==> src/rtl/spiram_arb_pkg.sv <==
// spiram_arb_pkg: FSM states, Wishbone cycle-type codes and one-hot grant encodings
// shared by the spiram Wishbone arbiter and its round-robin picker.
package spiram_arb_pkg;
  typedef enum logic [1:0] {IDLE, OWN0, OWN1, DRAIN} state_t;
  localparam logic [2:0] CTI_CLASSIC = 3'b000;
  localparam logic [2:0] CTI_INCR = 3'b010;
  localparam logic [2:0] CTI_END = 3'b111;
  localparam logic [1:0] GNT_NONE = 2'b00;
  localparam logic [1:0] GNT_M0 = 2'b01;
  localparam logic [1:0] GNT_M1 = 2'b10;
  function automatic logic [1:0] state_grant(input state_t s);
    return s == OWN0 ? GNT_M0 : s == OWN1 ? GNT_M1 : GNT_NONE;
  endfunction
endpackage

==> src/rtl/spiram_arb_rr.sv <==
// spiram_arb_rr: 2-way round-robin picker; on a tie the master that did not own last wins.
module spiram_arb_rr
  import spiram_arb_pkg::*;
(
  input  logic [1:0] req,
  input  logic       last_owner,
  output logic [1:0] win
);
  always_comb win = req == 2'b11 ? (last_owner ? GNT_M0 : GNT_M1) : req;
endmodule

==> src/rtl/spiram_wb_arbiter.sv <==
// spiram_wb_arbiter: two-master round-robin Wishbone arbiter in front of the spiram controller.
// Define SPIRAM_ARB_TIMEOUT_EN to abort stalled cycles after TIMEOUT_CYCLES and drain the owner.
module spiram_wb_arbiter
  import spiram_arb_pkg::*;
#(
  parameter int ADDR_W = 30,
  parameter int DATA_W = 32,
  parameter int TIMEOUT_CYCLES = 1024
) (
  input  logic                clk48,
  input  logic                reset_n,
  input  logic [ADDR_W-1:0]   m0_adr,
  input  logic [DATA_W-1:0]   m0_dat_w,
  output logic [DATA_W-1:0]   m0_dat_r,
  input  logic [DATA_W/8-1:0] m0_sel,
  input  logic                m0_cyc,
  input  logic                m0_stb,
  input  logic                m0_we,
  input  logic [2:0]          m0_cti,
  input  logic [1:0]          m0_bte,
  output logic                m0_ack,
  output logic                m0_err,
  input  logic [ADDR_W-1:0]   m1_adr,
  input  logic [DATA_W-1:0]   m1_dat_w,
  output logic [DATA_W-1:0]   m1_dat_r,
  input  logic [DATA_W/8-1:0] m1_sel,
  input  logic                m1_cyc,
  input  logic                m1_stb,
  input  logic                m1_we,
  input  logic [2:0]          m1_cti,
  input  logic [1:0]          m1_bte,
  output logic                m1_ack,
  output logic                m1_err,
  output logic [ADDR_W-1:0]   s_adr,
  output logic [DATA_W-1:0]   s_dat_w,
  input  logic [DATA_W-1:0]   s_dat_r,
  output logic [DATA_W/8-1:0] s_sel,
  output logic                s_cyc,
  output logic                s_stb,
  output logic                s_we,
  output logic [2:0]          s_cti,
  output logic [1:0]          s_bte,
  input  logic                s_ack,
  input  logic                s_err,
  output logic [1:0]          grant
);
  state_t state, state_n;
  logic last_owner, last_n;
  logic [1:0] win;
  logic own0, own1, stb_raw, timeout;
  spiram_arb_rr u_rr (
    .req({m1_cyc, m0_cyc}),
    .last_owner(last_owner),
    .win(win)
  );
  assign own0 = state == OWN0;
  assign own1 = state == OWN1;
  assign stb_raw = own0 ? m0_cyc & m0_stb : own1 ? m1_cyc & m1_stb : 1'b0;
`ifdef SPIRAM_ARB_TIMEOUT_EN
  localparam int CW = $clog2(TIMEOUT_CYCLES + 1);
  logic [CW-1:0] cnt;
  always_ff @(posedge clk48 or negedge reset_n)
    if (!reset_n) cnt <= '0;
    else if (!(own0 || own1) || s_ack || s_err) cnt <= '0;
    else if (stb_raw) cnt <= cnt + CW'(1);
  assign timeout = (own0 || own1) && cnt == CW'(TIMEOUT_CYCLES);
`else
  // a stalled slave keeps the grant forever; the limit is never reached
  assign timeout = TIMEOUT_CYCLES < 0;
`endif
  always_comb begin
    state_n = state;
    last_n = last_owner;
    case (state)
      IDLE: state_n = win[0] ? OWN0 : win[1] ? OWN1 : IDLE;
      OWN0: begin
        state_n = !m0_cyc ? IDLE : timeout ? DRAIN : OWN0;
        last_n = (!m0_cyc || timeout) ? 1'b0 : last_owner;
      end
      OWN1: begin
        state_n = !m1_cyc ? IDLE : timeout ? DRAIN : OWN1;
        last_n = (!m1_cyc || timeout) ? 1'b1 : last_owner;
      end
      default: state_n = (last_owner ? m1_cyc : m0_cyc) ? DRAIN : IDLE;
    endcase
  end
  always_ff @(posedge clk48 or negedge reset_n)
    if (!reset_n) begin
      state <= IDLE;
      last_owner <= 1'b1;
    end else begin
      state <= state_n;
      last_owner <= last_n;
    end
  assign s_cyc = (own0 ? m0_cyc : own1 ? m1_cyc : 1'b0) & ~timeout;
  assign s_stb = stb_raw & ~timeout;
  assign s_we = own0 ? m0_we : own1 ? m1_we : 1'b0;
  assign s_adr = own0 ? m0_adr : own1 ? m1_adr : '0;
  assign s_dat_w = own0 ? m0_dat_w : own1 ? m1_dat_w : '0;
  assign s_sel = own0 ? m0_sel : own1 ? m1_sel : '0;
  assign s_cti = own0 ? m0_cti : own1 ? m1_cti : CTI_CLASSIC;
  assign s_bte = own0 ? m0_bte : own1 ? m1_bte : 2'b00;
  // responses only count while a strobe is actually presented
  assign m0_ack = own0 & s_stb & s_ack;
  assign m1_ack = own1 & s_stb & s_ack;
  assign m0_err = own0 & ((s_stb & s_err) | timeout);
  assign m1_err = own1 & ((s_stb & s_err) | timeout);
  assign m0_dat_r = own0 ? s_dat_r : '0;
  assign m1_dat_r = own1 ? s_dat_r : '0;
  assign grant = state_grant(state);
endmodule

==> config.mk <==
export PLATFORM = sky130hd
export DESIGN_NAME = spiram_wb_arbiter
export DESIGN_NICKNAME = d
export VERILOG_FILES = /design/src/rtl/spiram_arb_pkg.sv /design/src/rtl/spiram_arb_rr.sv /design/src/rtl/spiram_wb_arbiter.sv
export SDC_FILE = /design/constraint.sdc
export NUM_CORES = 1
export LEC_CHECK = 0
export ABC_AREA = 1
export BUFFER_PORTS_ARGS = -buffer_cell sky130_fd_sc_hd__buf_2
export CAP_MARGIN = 10
export CORE_AREA = 2 2 128 130
export DETAILED_ROUTE_END_ITERATION = 6
export DIE_AREA = 0 0 130 132
export GPL_TIMING_DRIVEN = 0
export PLACE_DENSITY = 0.43
export SLEW_MARGIN = 20
export SYNTH_ARGS = -nofsm -noshare
export SYNTH_HDL_FRONTEND = slang
export SYNTH_SLANG_ARGS = --single-unit
==> constraint.sdc <==
create_clock -name clk48 -period 1.4 [get_ports clk48]
set_input_delay 0.28 -clock clk48 [delete_from_list [all_inputs] [get_ports clk48]]
set_output_delay 0.28 -clock clk48 [all_outputs]
set_load 0.02 [all_outputs]
# After elaboration in Yosys (flattened, before gate mapping)
# Cells that the tools add are included.
[op_classes] eq_ne=5 muxes=32 bitwise_logic=9 reduce_logical=3
[ops] cell="$mux 32" count=4
[ops] cell="$mux 30" count=2
[ops] cell="$mux 2" count=10
[ops] cell="$mux 1" count=10
[ops] cell="$and 1x1->1" count=9
[ops] cell="$mux 4" count=2
[ops] cell="$mux 3" count=2
[ops] cell="$pmux 2 s3" count=1
[ops] cell="$eq 2x2->1 const B" count=2
[ops] cell="$ne 2x2->1 const B" count=2
[ops] cell="$reduce_and 3->1" count=1
[ops] cell="$eq 2x1->1 const B" count=1
[ops] cell="$logic_not 2->1" count=1
[ops] cell="$pmux 1 s2" count=1
[ops] cell="$reduce_bool 2->1" count=1
[totals] ff_bits=3 inputBits=184 word_cells=51

# Longest topological paths before layout
# Gate-level depths: netlist of run 1.
[logic_depth] depth_word=5 mapped_depth=6 ltp_nobuf=6

# Hierarchy
# From an unflattened synthesis of run 1, not the netlist that was laid out.
[unflattened] cells_unflattened=378 area_unflattened_um2=1557.7
[by_module_without_submodules] module="spiram_wb_arbiter" instances=1 cells_each=373 area_per_inst_um2=1536.5
[by_module_without_submodules] module="spiram_arb_rr" instances=1 cells_each=5 area_per_inst_um2=21.3

# Worst setup path before layout of run 1
# OpenSTA, ideal clock, no wires.
[synth_path] kind="register to output" start="reg state[0]" end="out m0_err" arrival_ns=1.166 t_required_ns=1.120 setup_slack_ns=-0.046 path_stages_with_launch=6 cell_sequence="dfrtp_1 > nor2_2 > nand2_1 > nand2_1 > nand2_1 > nor2_1"
[synth_via] elab_chain_cells=5 elab_cells_between_ends=6 cone_classes="2 x eq/ne; 2 x mux; 2 x bitwise"
[synth_rtl] item="from (decl)" line_no="spiram_wb_arbiter.sv:47" text="state_t state, state_n;"
[synth_rtl] item="from (signal assigned)" line_no="spiram_wb_arbiter.sv:92" text="state <= state_n;"
[synth_rtl] item="$eq 2x2->1" line_no="spiram_wb_arbiter.sv:57" text="assign own1 = state == OWN1;"
[synth_rtl] item="$mux 1" line_no="spiram_wb_arbiter.sv:58" text="assign stb_raw = own0 ? m0_cyc & m0_stb : own1 ? m1_cyc & m1_stb : 1'b0;"
[synth_rtl] item="$mux 1 (*)" line_no="spiram_wb_arbiter.sv:58"
[synth_rtl] item="net s_stb" line_no="spiram_wb_arbiter.sv:39" text="output logic s_stb,"
[synth_rtl] item="$and 1x1->1 (*) (2 in a row)" line_no="spiram_wb_arbiter.sv:106" text="assign m0_err = own0 & ((s_stb & s_err) | timeout);"
[synth_rtl] item="to (decl)" line_no="spiram_wb_arbiter.sv:22" text="output logic m0_err,"
# Mark *: on every way through the listed nets, which the timed path passes. The rest lies on a longest branch.

# Final worst setup path of run 1
[layout_path] start="reg state[0]" end="out m1_dat_r[12]"
[layout_via] elab_chain_cells=2
[layout_rtl] item="$eq 2x2->1" line_no="spiram_wb_arbiter.sv:57"
[layout_rtl] item="$mux 32" line_no="spiram_wb_arbiter.sv:109" text="assign m1_dat_r = own1 ? s_dat_r : '0;"
[layout_rtl] item="to (decl)" line_no="spiram_wb_arbiter.sv:25" text="output logic [DATA_W-1:0] m1_dat_r,"
# Every way passes these cells.

==> results of run 1 <==
==> layer usage <==
layer | up-vias | part of all wire, % | GRT usage, % | wire, um
met1 | 1591 | 35 | 12.6 | 4570
met2 | 218 | 55 | 26.9 | 7160
met4 | 2 | 1.6 | 2.27 | 207
li1 | 1793 | - | - | -
met5 | - | 0.092 | 0 | 12
met3 | 16 | 8.3 | 3.04 | 1080
==> layout by cell type (no fill, tap or decap), drive strengths merged <==
cell and instances:
clkbuf 8, dfrtp 2, dfstp 1, nand2 229
buf 370, nand3 2, dlygate4sd3 1, nor2 70
o21ai 5, inv 40, nand4 1
==> final cells by class <==
type	count	area, sq um	area share [%]
Multi-Input combinational cell	307	1630	31.0
Buffer	22	333	6.32
Clock buffer	4	78.8	1.50
Timing Repair Buffer	353	2710	51.4
Tap cell	216	270	5.13
Sequential cell	3	78.8	1.50
Inverter	40	165	3.14
==> cell families after synthesis <==
logic type / Yosys count / synth area share [%]
DFF: 3 / 5.00
AOI/OAI and AO/OA: 5 / 1.64
and+or+nand+nor: 302 / 74.8
buffers and inverters: 63 / 18.6
==> through the flow <==
stage | total power (W) | hold WS, ns | setup WS, ns
after floorplan | 0.00318 | -0.0156 | -0.0279
after global placement | 0.00509 | 0.0812 | -0.564
after detailed placement | 0.00505 | 0.0809 | -0.549
after CTS | 0.00779 | 0.318 | -0.452
after global routing | 0.00932 | 0.351 | -0.495
final | 0.00878 | 0.324 | -0.420
==> timing repair <==
action,4_1_cts,5_1_grt
cloned,6,5
endpoints found under the hold margin,2,0
setup buffers,9,6
gates resized for setup,315,123
hold buffers,1,0
pin swaps,13,21
setup endpoints to repair,143,144
==> worst max-delay path: cells and delay by family, from the launching register on <==
family	cells	cell delay [ns]
buffers and inverters	5	0.59
flip-flops	1	0.45
AND/OR/NAND/NOR	2	0.26
==> path summary, 6_finish.rpt <==
kind,from,to,slack (ns)
setup / recovery,state[0],m1_dat_r[12],-0.42
hold / removal,m1_cyc,last_owner,0.32
setup reg to reg,state[0],last_owner,0.18
hold reg to reg,last_owner,last_owner,0.53
max in group asynchronous,reset_n,last_owner,0.80
min in group asynchronous,reset_n,state[0],0.40
==> sequential cells by signal, summed over array words and instances (netlist names) <==
signal and flops:
last_owner 1, state 2
==> synth_stat cells <==
cell     instances  area share [%]
nand2_1        229              56
nor2_1          69              17
inv_1           38             9.3
buf_2           11             3.6
buf_4            9             4.4
o21ai_0          5             1.6
buf_1            3            0.74
dfrtp_1          2             3.3
inv_2            2            0.49
nand3_1          2            0.66
dfstp_2          1             1.7
nand4_1          1            0.41
nor2_2           1            0.41
==> power groups by stage <==
| stage | clock network, W | registers (W) | logic [W] |
|---|---|---|---|
| final | 0.000448 | 0.000199 | 0.00813 |
| after floorplan | 0 | 0.000170 | 0.00301 |
| after global placement | 0 | 0.000184 | 0.00491 |
| after global routing | 0.000476 | 0.000207 | 0.00864 |
| after CTS | 0.000462 | 0.000191 | 0.00713 |
| after detailed placement | 0 | 0.000181 | 0.00487 |
==> flow_metrics.tcl, run 1 <==
set metrics [dict create \
    final_util_pct 33.5 \
    clk_pin_slew_ns 0.03 \
    grt_pass1_vias 3460 \
    fin_nets 914 \
    die_area_sq_um 17200 \
    htree_num_levels 1 \
    ys_ff_latch 3 \
    root_buffer "clkbuf_16" \
    seq_area_frac_synth_pct 5.00 \
    worst_slack_ns -0.420 \
    path_cells "nor2_4 -> buf_6 -> inv_12 -> buf_12 -> buf_12 -> nor2_4 -> buf_6" \
    track_usage_pct 13.0 \
    stdcell_area_sq_um 5270 \
    slowest_delay_ns 0.45 \
    violations "negative setup slack" \
    core_sq_um 15700 \
    placed_area_sq_um 3440 \
    rsz0062_at_grt "yes" \
    finalClockSkew_ns 0.00246 \
    timing.fmax_mhz 549 \
    peakVddDrop_mv 0.675 \
    boundaryPins 328 \
    ant_nets 0 \
    syn-instance-count 373 \
    power.share.clock_pct 5.1 \
    hold_path.class "in -> reg" \
    grt_first_pass_wirelength_um 17500 \
    crit_fanout 7 \
    switching_share_pct 50.1 \
    setup_violations 143 \
    comb_power_share_pct 92.6 \
    end_kind "output pin" \
    status "complete, but fails checks" \
    maxCapViolCount 0 \
    via_count 3620 \
    clock_sinks 3 \
    hpwl_um 9660 \
    rr_worst_depth 5 \
    avgSynthCellArea_sq_um 4.09 \
    routed_wirelength_um 13000 \
    port_buffers 327 \
    drc 0 \
    netlist_area_sq_um 1530 \
    leakage_nw 3.14 \
    cp_data_arrival_time_ns 1.54 \
    fill_cells 1672 \
    cts_tree "done" \
    viasPerCell 3.83 \
    crit_type "reg -> out" \
    drt_iter0_drc 75 \
    internal_power_w 0.00438 \
    pwr-share-seq_pct 2.3 \
    first_pass_iters 4 \
    layoutNonFillerInstCount 945 \
    yosysUniqueCellTypes 13 \
    min_period_ns 1.82 \
    diodes 0 \
    tightest_slew_ns 0.223 \
    grt_max_degree 11 \
    cts_max_path_buffers 2 \
    numCtsBuffers 3 \
    slew_violations 0 \
    critPathLaunchType "flop" \
    area_delta_synth_final_pct 245 \
    finalWeightedCongestion 0.764 \
    syn-num-nets 557 \
    dp.cells 916 \
    fin_setup_tns_ns -46.14 \
    grt_overflow 0 \
    hold_viol_final 0 \
    rows 46 \
    post-route-period-util_pct 130 \
    slew_headroom_pct 85.1 \
    layout-drive-gt1-share_pct 64.3 \
    whs_path_depth 2 \
    initial_core_util_pct 9.71 \
    die_w_um 130 \
    antenna_found_initial 1 \
    p_sw_w 0.00440 \
    die_y_um 132 \
    power_density_nw_per_um2 1670 \
    wire_per_inst_um 13.8 \
    insertion_delay_ns 0.22 \
    crit_slowest_cell "dfrtp_2" \
    yosys_warnings 0 \
    cp_data_required_time_ns 1.12 \
]
(Power assumes the default switching activity.)
==> inputs of run 2 (changes only) <==
- ABC_AREA: 1 -> default
- BUFFER_PORTS_ARGS: -buffer_cell sky130_fd_sc_hd__buf_2 -> -buffer_cell sky130_fd_sc_hd__buf_4
- PLACE_DENSITY: 0.43 -> 0.42
- clock period: 1.4 -> 2.1 ns (I/O delays scaled with it)
==> flow_metrics.tcl, run 2 <==
set metrics [dict create \
    cp_top_family "buffers and inverters" \
    rsz0062_at_grt "no" \
    timing.fmax_mhz 490 \
    leakage_nw 2.39 \
    slew_headroom_pct 81.0 \
    switching_share_pct 50.4 \
    crit_fanout 7 \
    first_pass_iters 4 \
    yosysUniqueCellTypes 19 \
    hold_path.class "in -> reg" \
    die_area_sq_um 17200 \
    yosys_warnings 0 \
    grt_max_degree 11 \
    numCtsBuffers 3 \
    cp_data_required_time_ns 1.68 \
    boundaryPins 328 \
    routed_wirelength_um 11500 \
    yosysMostFrequentCell "a22o_1" \
    slowest_delay_ns 0.44 \
    tightest_slew_ns 0.285 \
    ant_nets 0 \
    peakVddDrop_mv 0.401 \
    hpwl_um 10100 \
    cp_num_buf_inv 4 \
    diodes 0 \
    avgSynthCellArea_sq_um 7.42 \
    finalWeightedCongestion 0.818 \
    internal_power_w 0.00288 \
    status "finished, final reports clean" \
    drt_iter0_drc 78 \
    fin_nets 711 \
    power.share.clock_pct 5.2 \
    port_buffers 327 \
    die_y_um 132 \
    synth.area.top_cells "a22o_1, and2_1, buf_2" \
    initial_core_util_pct 9.01 \
    grt_overflow 0 \
    via_count 2893 \
    crit_slowest_cell "dfrtp_2" \
    grt_pass1_vias 2874 \
    largest_register_ffs 2 \
    cp_data_arrival_time_ns 1.62 \
    synth-async-reset-ratio_pct 100 \
    maxCapViolCount 0 \
    holdWs_ns 0.501 \
    synth_edf_count 0 \
    root_buffer "clkbuf_16" \
    rows 46 \
    pwr-share-seq_pct 2.3 \
    syn-instance-count 191 \
    top_register "state" \
    track_usage_pct 11.9 \
    slew_violations 0 \
    ys_ff_latch 3 \
    grt_first_pass_wirelength_um 16000 \
    synth.top_cell.area_share_pct 45.8 \
    fin_setup_tns_ns 0 \
    layout-drive-gt1-share_pct 69.2 \
    dp.cells 734 \
    comb_power_share_pct 92.5 \
    drc 0 \
    insertion_delay_ns 0.22 \
    netlist_area_sq_um 1420 \
    area_delta_synth_final_pct 206 \
    layout_commonest_cell "buf_4" \
    pre_cts_ws_ns 0.120 \
    clock_sinks 3 \
    end_kind "output pin" \
    viasPerCell 3.90 \
    p_sw_w 0.00292 \
    syn-num-nets 375 \
    yosys.area.top_type "a22o_1" \
    most-common-layout-cells "buf_4, a22o_1, and2_1" \
    power_density_nw_per_um2 1340 \
    post-route-period-util_pct 97.1 \
    path_cells "nor2b_4 -> buf_6 -> buf_12 -> buf_4 -> a22o_1 -> buf_4" \
    die_w_um 130 \
    finalPower_w 0.00580 \
    ys_top_cells_by_count "a22o_1, and2_1, buf_2" \
    layoutNonFillerInstCount 742 \
    setup_violations 0 \
    seq_area_frac_synth_pct 5.39 \
    crit_type "reg -> out" \
    critPathLaunchType "flop" \
    wire_per_inst_um 15.6 \
    finalClockSkew_ns 0.00345 \
    htree_num_levels 1 \
    antenna_found_initial 0 \
    cp_common_cell "buf_4" \
    largest_registers "state x2, last_owner x1" \
    cts_tree "done" \
    core_sq_um 15700 \
    synth_top_flop_cell "dfrtp_1" \
    clk_pin_slew_ns 0.03 \
    worst_slack_ns 0.0603 \
    cts_max_path_buffers 2 \
    min_period_ns 2.04 \
    hold_viol_final 0 \
]
-- run 2: cell types whose count changed in the layout (fill, tap and decap cells not counted), moves of 6 or more --
| cell | change |
|---|---|
| a22o_1 | +74 |
| and2_1 | +64 |
| buf_12 | -8 |
| nor2_1 | -32 |
| inv_1 | -32 |
| nand2_1 | -177 |
| buf_8 | -6 |
| nand2_2 | -35 |
| nand2_4 | -16 |
| buf_4 | +314 |
| buf_6 | -106 |
| nor2_4 | -35 |
| buf_2 | -207 |
-- run 2: area by class of cell --
type	count	area, sq um
fillers	1758	11400
clock buffers	4	78.8
flip-flops and latches	3	77.6
well taps	216	270
multi-input cells	157	1170
inverters	5	18.8
repair buffers	333	2520
plain buffers	24	204
-- run 2: per-layer routing --
layer | global-route usage, % | part of all wire [%] | up-vias
met1 | 13.6 | 38 | 1317
met5 | 0 | 0 | -
met3 | 2.07 | 9.5 | 4
met2 | 23.5 | 52 | 195
met4 | 1.25 | 0.31 | 0
li1 | - | - | 1377
-- run 2: power by group through the flow --
stage / Sequential (W) / Combinational, W / Clock [W]
after floorplan: 0.000114 / 0.00293 / 0
after global placement: 0.000120 / 0.00521 / 0
after detailed placement: 0.000123 / 0.00521 / 0
after CTS: 0.000124 / 0.00536 / 0.000305
after global routing: 0.000139 / 0.00573 / 0.000313
final: 0.000133 / 0.00536 / 0.000301
-- run 2: worst paths after layout --
| check | slack [ns] | startpoint | to | cells past startpoint |
|---|---|---|---|---|
| setup / recovery | 0.06 | state[0] | s_adr[29] | 6 |
| min in group asynchronous | 0.53 | reset_n | state[1] | 2 |
| hold / removal | 0.50 | m0_cyc | state[0] | 2 |
| setup reg to reg | 0.95 | state[1] | state[0] | 5 |
| max in group asynchronous | 1.38 | reset_n | last_owner | 2 |
| hold reg to reg | 0.53 | state[0] | last_owner | 1 |
-- run 2: cell families (layout without fill, tap and decap cells) --
kind of cell	Yosys count	count (layout)	share of synthesized area, %
DFF	3	3	5.39
and+or+nand+nor	75	75	32.3
buffers and inverters	31	366	13.3
AOI/OAI and AO/OA	82	82	48.9
-- run 2: timing repair --
| action | 4_1_cts | 5_1_grt |
|---|---|---|
| hold buffers | 1 | 0 |
| pin swaps | 0 | 2 |
| setup buffers | 3 | 2 |
| endpoints found under the setup margin | 118 | 113 |
| endpoints found under the hold margin | 2 | 0 |
| gates cloned | 0 | 0 |
| gates resized for setup | 12 | 12 |
-- run 2: worst reg2reg max path: stages (launching register included) --
cell and delay, ns:
dfrtp_1 0.36, buf_6 0.12, buf_4 0.15, nand3_1 0.07, o21ai_0 0.08, a22o_1 0.24
-- run 2: per-stage QoR --
stage | cell area (sq um) | utilization, %
after global placement | 4140 | 26.4
after global routing | 4340 | 27.6
after detailed placement | 4140 | 26.4
after floorplan | 1420 | -
after CTS | 4290 | 27.3
final | 4340 | 27.6
==> inputs of run 3 (changes only) <==
- REMOVE_ABC_BUFFERS: default -> 1
==> flow_metrics.tcl, run 3 (synthesis gave the netlist of run 2 again) <==
set metrics [dict create \
    pre_cts_ws_ns -0.000104 \
    clk_pin_slew_ns 0.03 \
    grt_overflow 0 \
    numCtsBuffers 3 \
    grt_first_pass_wirelength_um 14500 \
    root_buffer "clkbuf_16" \
    die_w_um 130 \
    cp_data_required_time_ns 1.68 \
    slew_headroom_pct 87.7 \
    finalWeightedCongestion 0.806 \
    power_density_nw_per_um2 1320 \
    slew_violations 0 \
    largest_registers "state x2, last_owner x1" \
    tightest_slew_ns 0.183 \
    grt_pass1_vias 2633 \
    antenna_found_initial 0 \
    finalPower_w 0.00568 \
    crit_fanout 30 \
    regToRegSetupSlack_ns 0.87 \
    end_kind "output pin" \
    diodes 0 \
    top_register "state" \
    track_usage_pct 10.4 \
    die_area_sq_um 17200 \
    rr_worst_depth 5 \
    timing.rr.start "state[1]" \
    critPathLaunchType "flop" \
    timing.fmax_mhz 487 \
    drc 0 \
    most-common-layout-cells "buf_4, a22o_1, and2_1" \
    via_count 2794 \
    hp-start "m0_cyc" \
    rows 46 \
    hpwl_um 8930 \
    ant_nets 0 \
    fill_cells 1751 \
    status "finished, final reports clean" \
    startpoint "state[1]" \
    clock_sinks 3 \
    grt_max_degree 41 \
    layout_commonest_cell "buf_4" \
    boundaryPins 328 \
    hold_path.class "in -> reg" \
    cp_data_arrival_time_ns 1.63 \
    worst_slack_ns 0.0474 \
    largest_register_ffs 2 \
    die_y_um 132 \
    htree_num_levels 1 \
    area_delta_synth_final_pct 203 \
    hold_viol_final 0 \
    crit_type "reg -> out" \
    crit_path_end "s_dat_w[28]" \
    rsz0062_at_grt "no" \
    viasPerCell 3.84 \
    drt_iter0_drc 101 \
    fin_nets 697 \
    wire_per_inst_um 14.1 \
    cts_tree "done" \
    first_pass_iters 4 \
    insertion_delay_ns 0.22 \
    cts_max_path_buffers 2 \
    finalClockSkew_ns 0.000465 \
    core_sq_um 15700 \
    routed_wirelength_um 10300 \
    peakVddDrop_mv 0.701 \
    min_period_ns 2.05 \
    port_buffers 327 \
    setup_violations 0 \
    layout-drive-gt1-share_pct 68.6 \
    leakage_nw 2.34 \
    rr_endpoint "state[1]" \
    post-route-period-util_pct 97.7 \
    initial_core_util_pct 9.01 \
    maxCapViolCount 0 \
]
run 3: changes by cell type in the layout (fill, tap and decap cells not counted), moves of 2 or more:
cell    previous run  this run
buf_8              2         0
buf_2              8         0
buf_6              7         0
buf_4            334       336
buf_16             0         3
run 3: layer usage:
layer	routed length [um]	global-route usage, %	part of all wire (%)	vias up
met1	3800	11.6	37	1278
li1	-	-	-	1347
met2	5580	20.8	54	167
met3	880	1.83	8.6	2
met5	0	0	0	-
met4	34	0.956	0.33	0
run 3: what timing repair did:
action | in CTS | in global routing
resized for setup | 1 | 1
endpoints found under the hold margin | 2 | 0
hold buffers | 1 | 0
setup buffers | 6 | 3
endpoints found under the setup margin | 102 | 11
run 3: critical path: stages (launching register included):
cell and delay (ns):
dfrtp_2 0.42, nor2b_4 0.22, buf_16 0.19, buf_16 0.19, a22o_1 0.20, buf_4 0.16
run 3: how the worst min path moves through the flow:
stage / to / slack (ns) / cells after the start
3_3_place_gp: state[0] / 0.21 / 1
4_1_cts: state[0] / 0.50 / 2
2_1_floorplan: state[0] / 0.12 / 0
6_report: state[0] / 0.51 / 2
5_1_grt: state[0] / 0.51 / 2
3_5_place_dp: state[1] / 0.21 / 1
run 3: cell type report:
class | instances | area, sq um | share of cell area [%]
repair buffers | 343 | 2680 | 62.4
multi-input cells | 157 | 1170 | 27.2
well taps | 216 | 270 | 6.30
flip-flops and latches | 3 | 78.8 | 1.84
clock buffers | 4 | 78.8 | 1.84
inverters | 5 | 18.8 | 0.438
run 3: where the power goes:
group	leakage, nW	internal (W)	total (W)	switching (W)
clock network	0.0382	0.000250	0.000299	0.0000491
registers	0.0329	0.0000974	0.000148	0.0000505
logic	2.27	0.00249	0.00523	0.00275
run 3: stage by stage:
stage	hold slack, ns	instance area (sq um)	util [%]	cells	setup TNS (ns)
6_report	0.513	4290	27.3	728	0
5_1_grt	0.510	4290	27.3	728	0
4_1_cts	0.500	4260	27.1	725	0
3_5_place_dp	0.210	4130	26.3	714	-0.000104
3_3_place_gp	0.208	3970	25.3	708	-641.14
2_1_floorplan	0.124	1250	-	165	-388.38
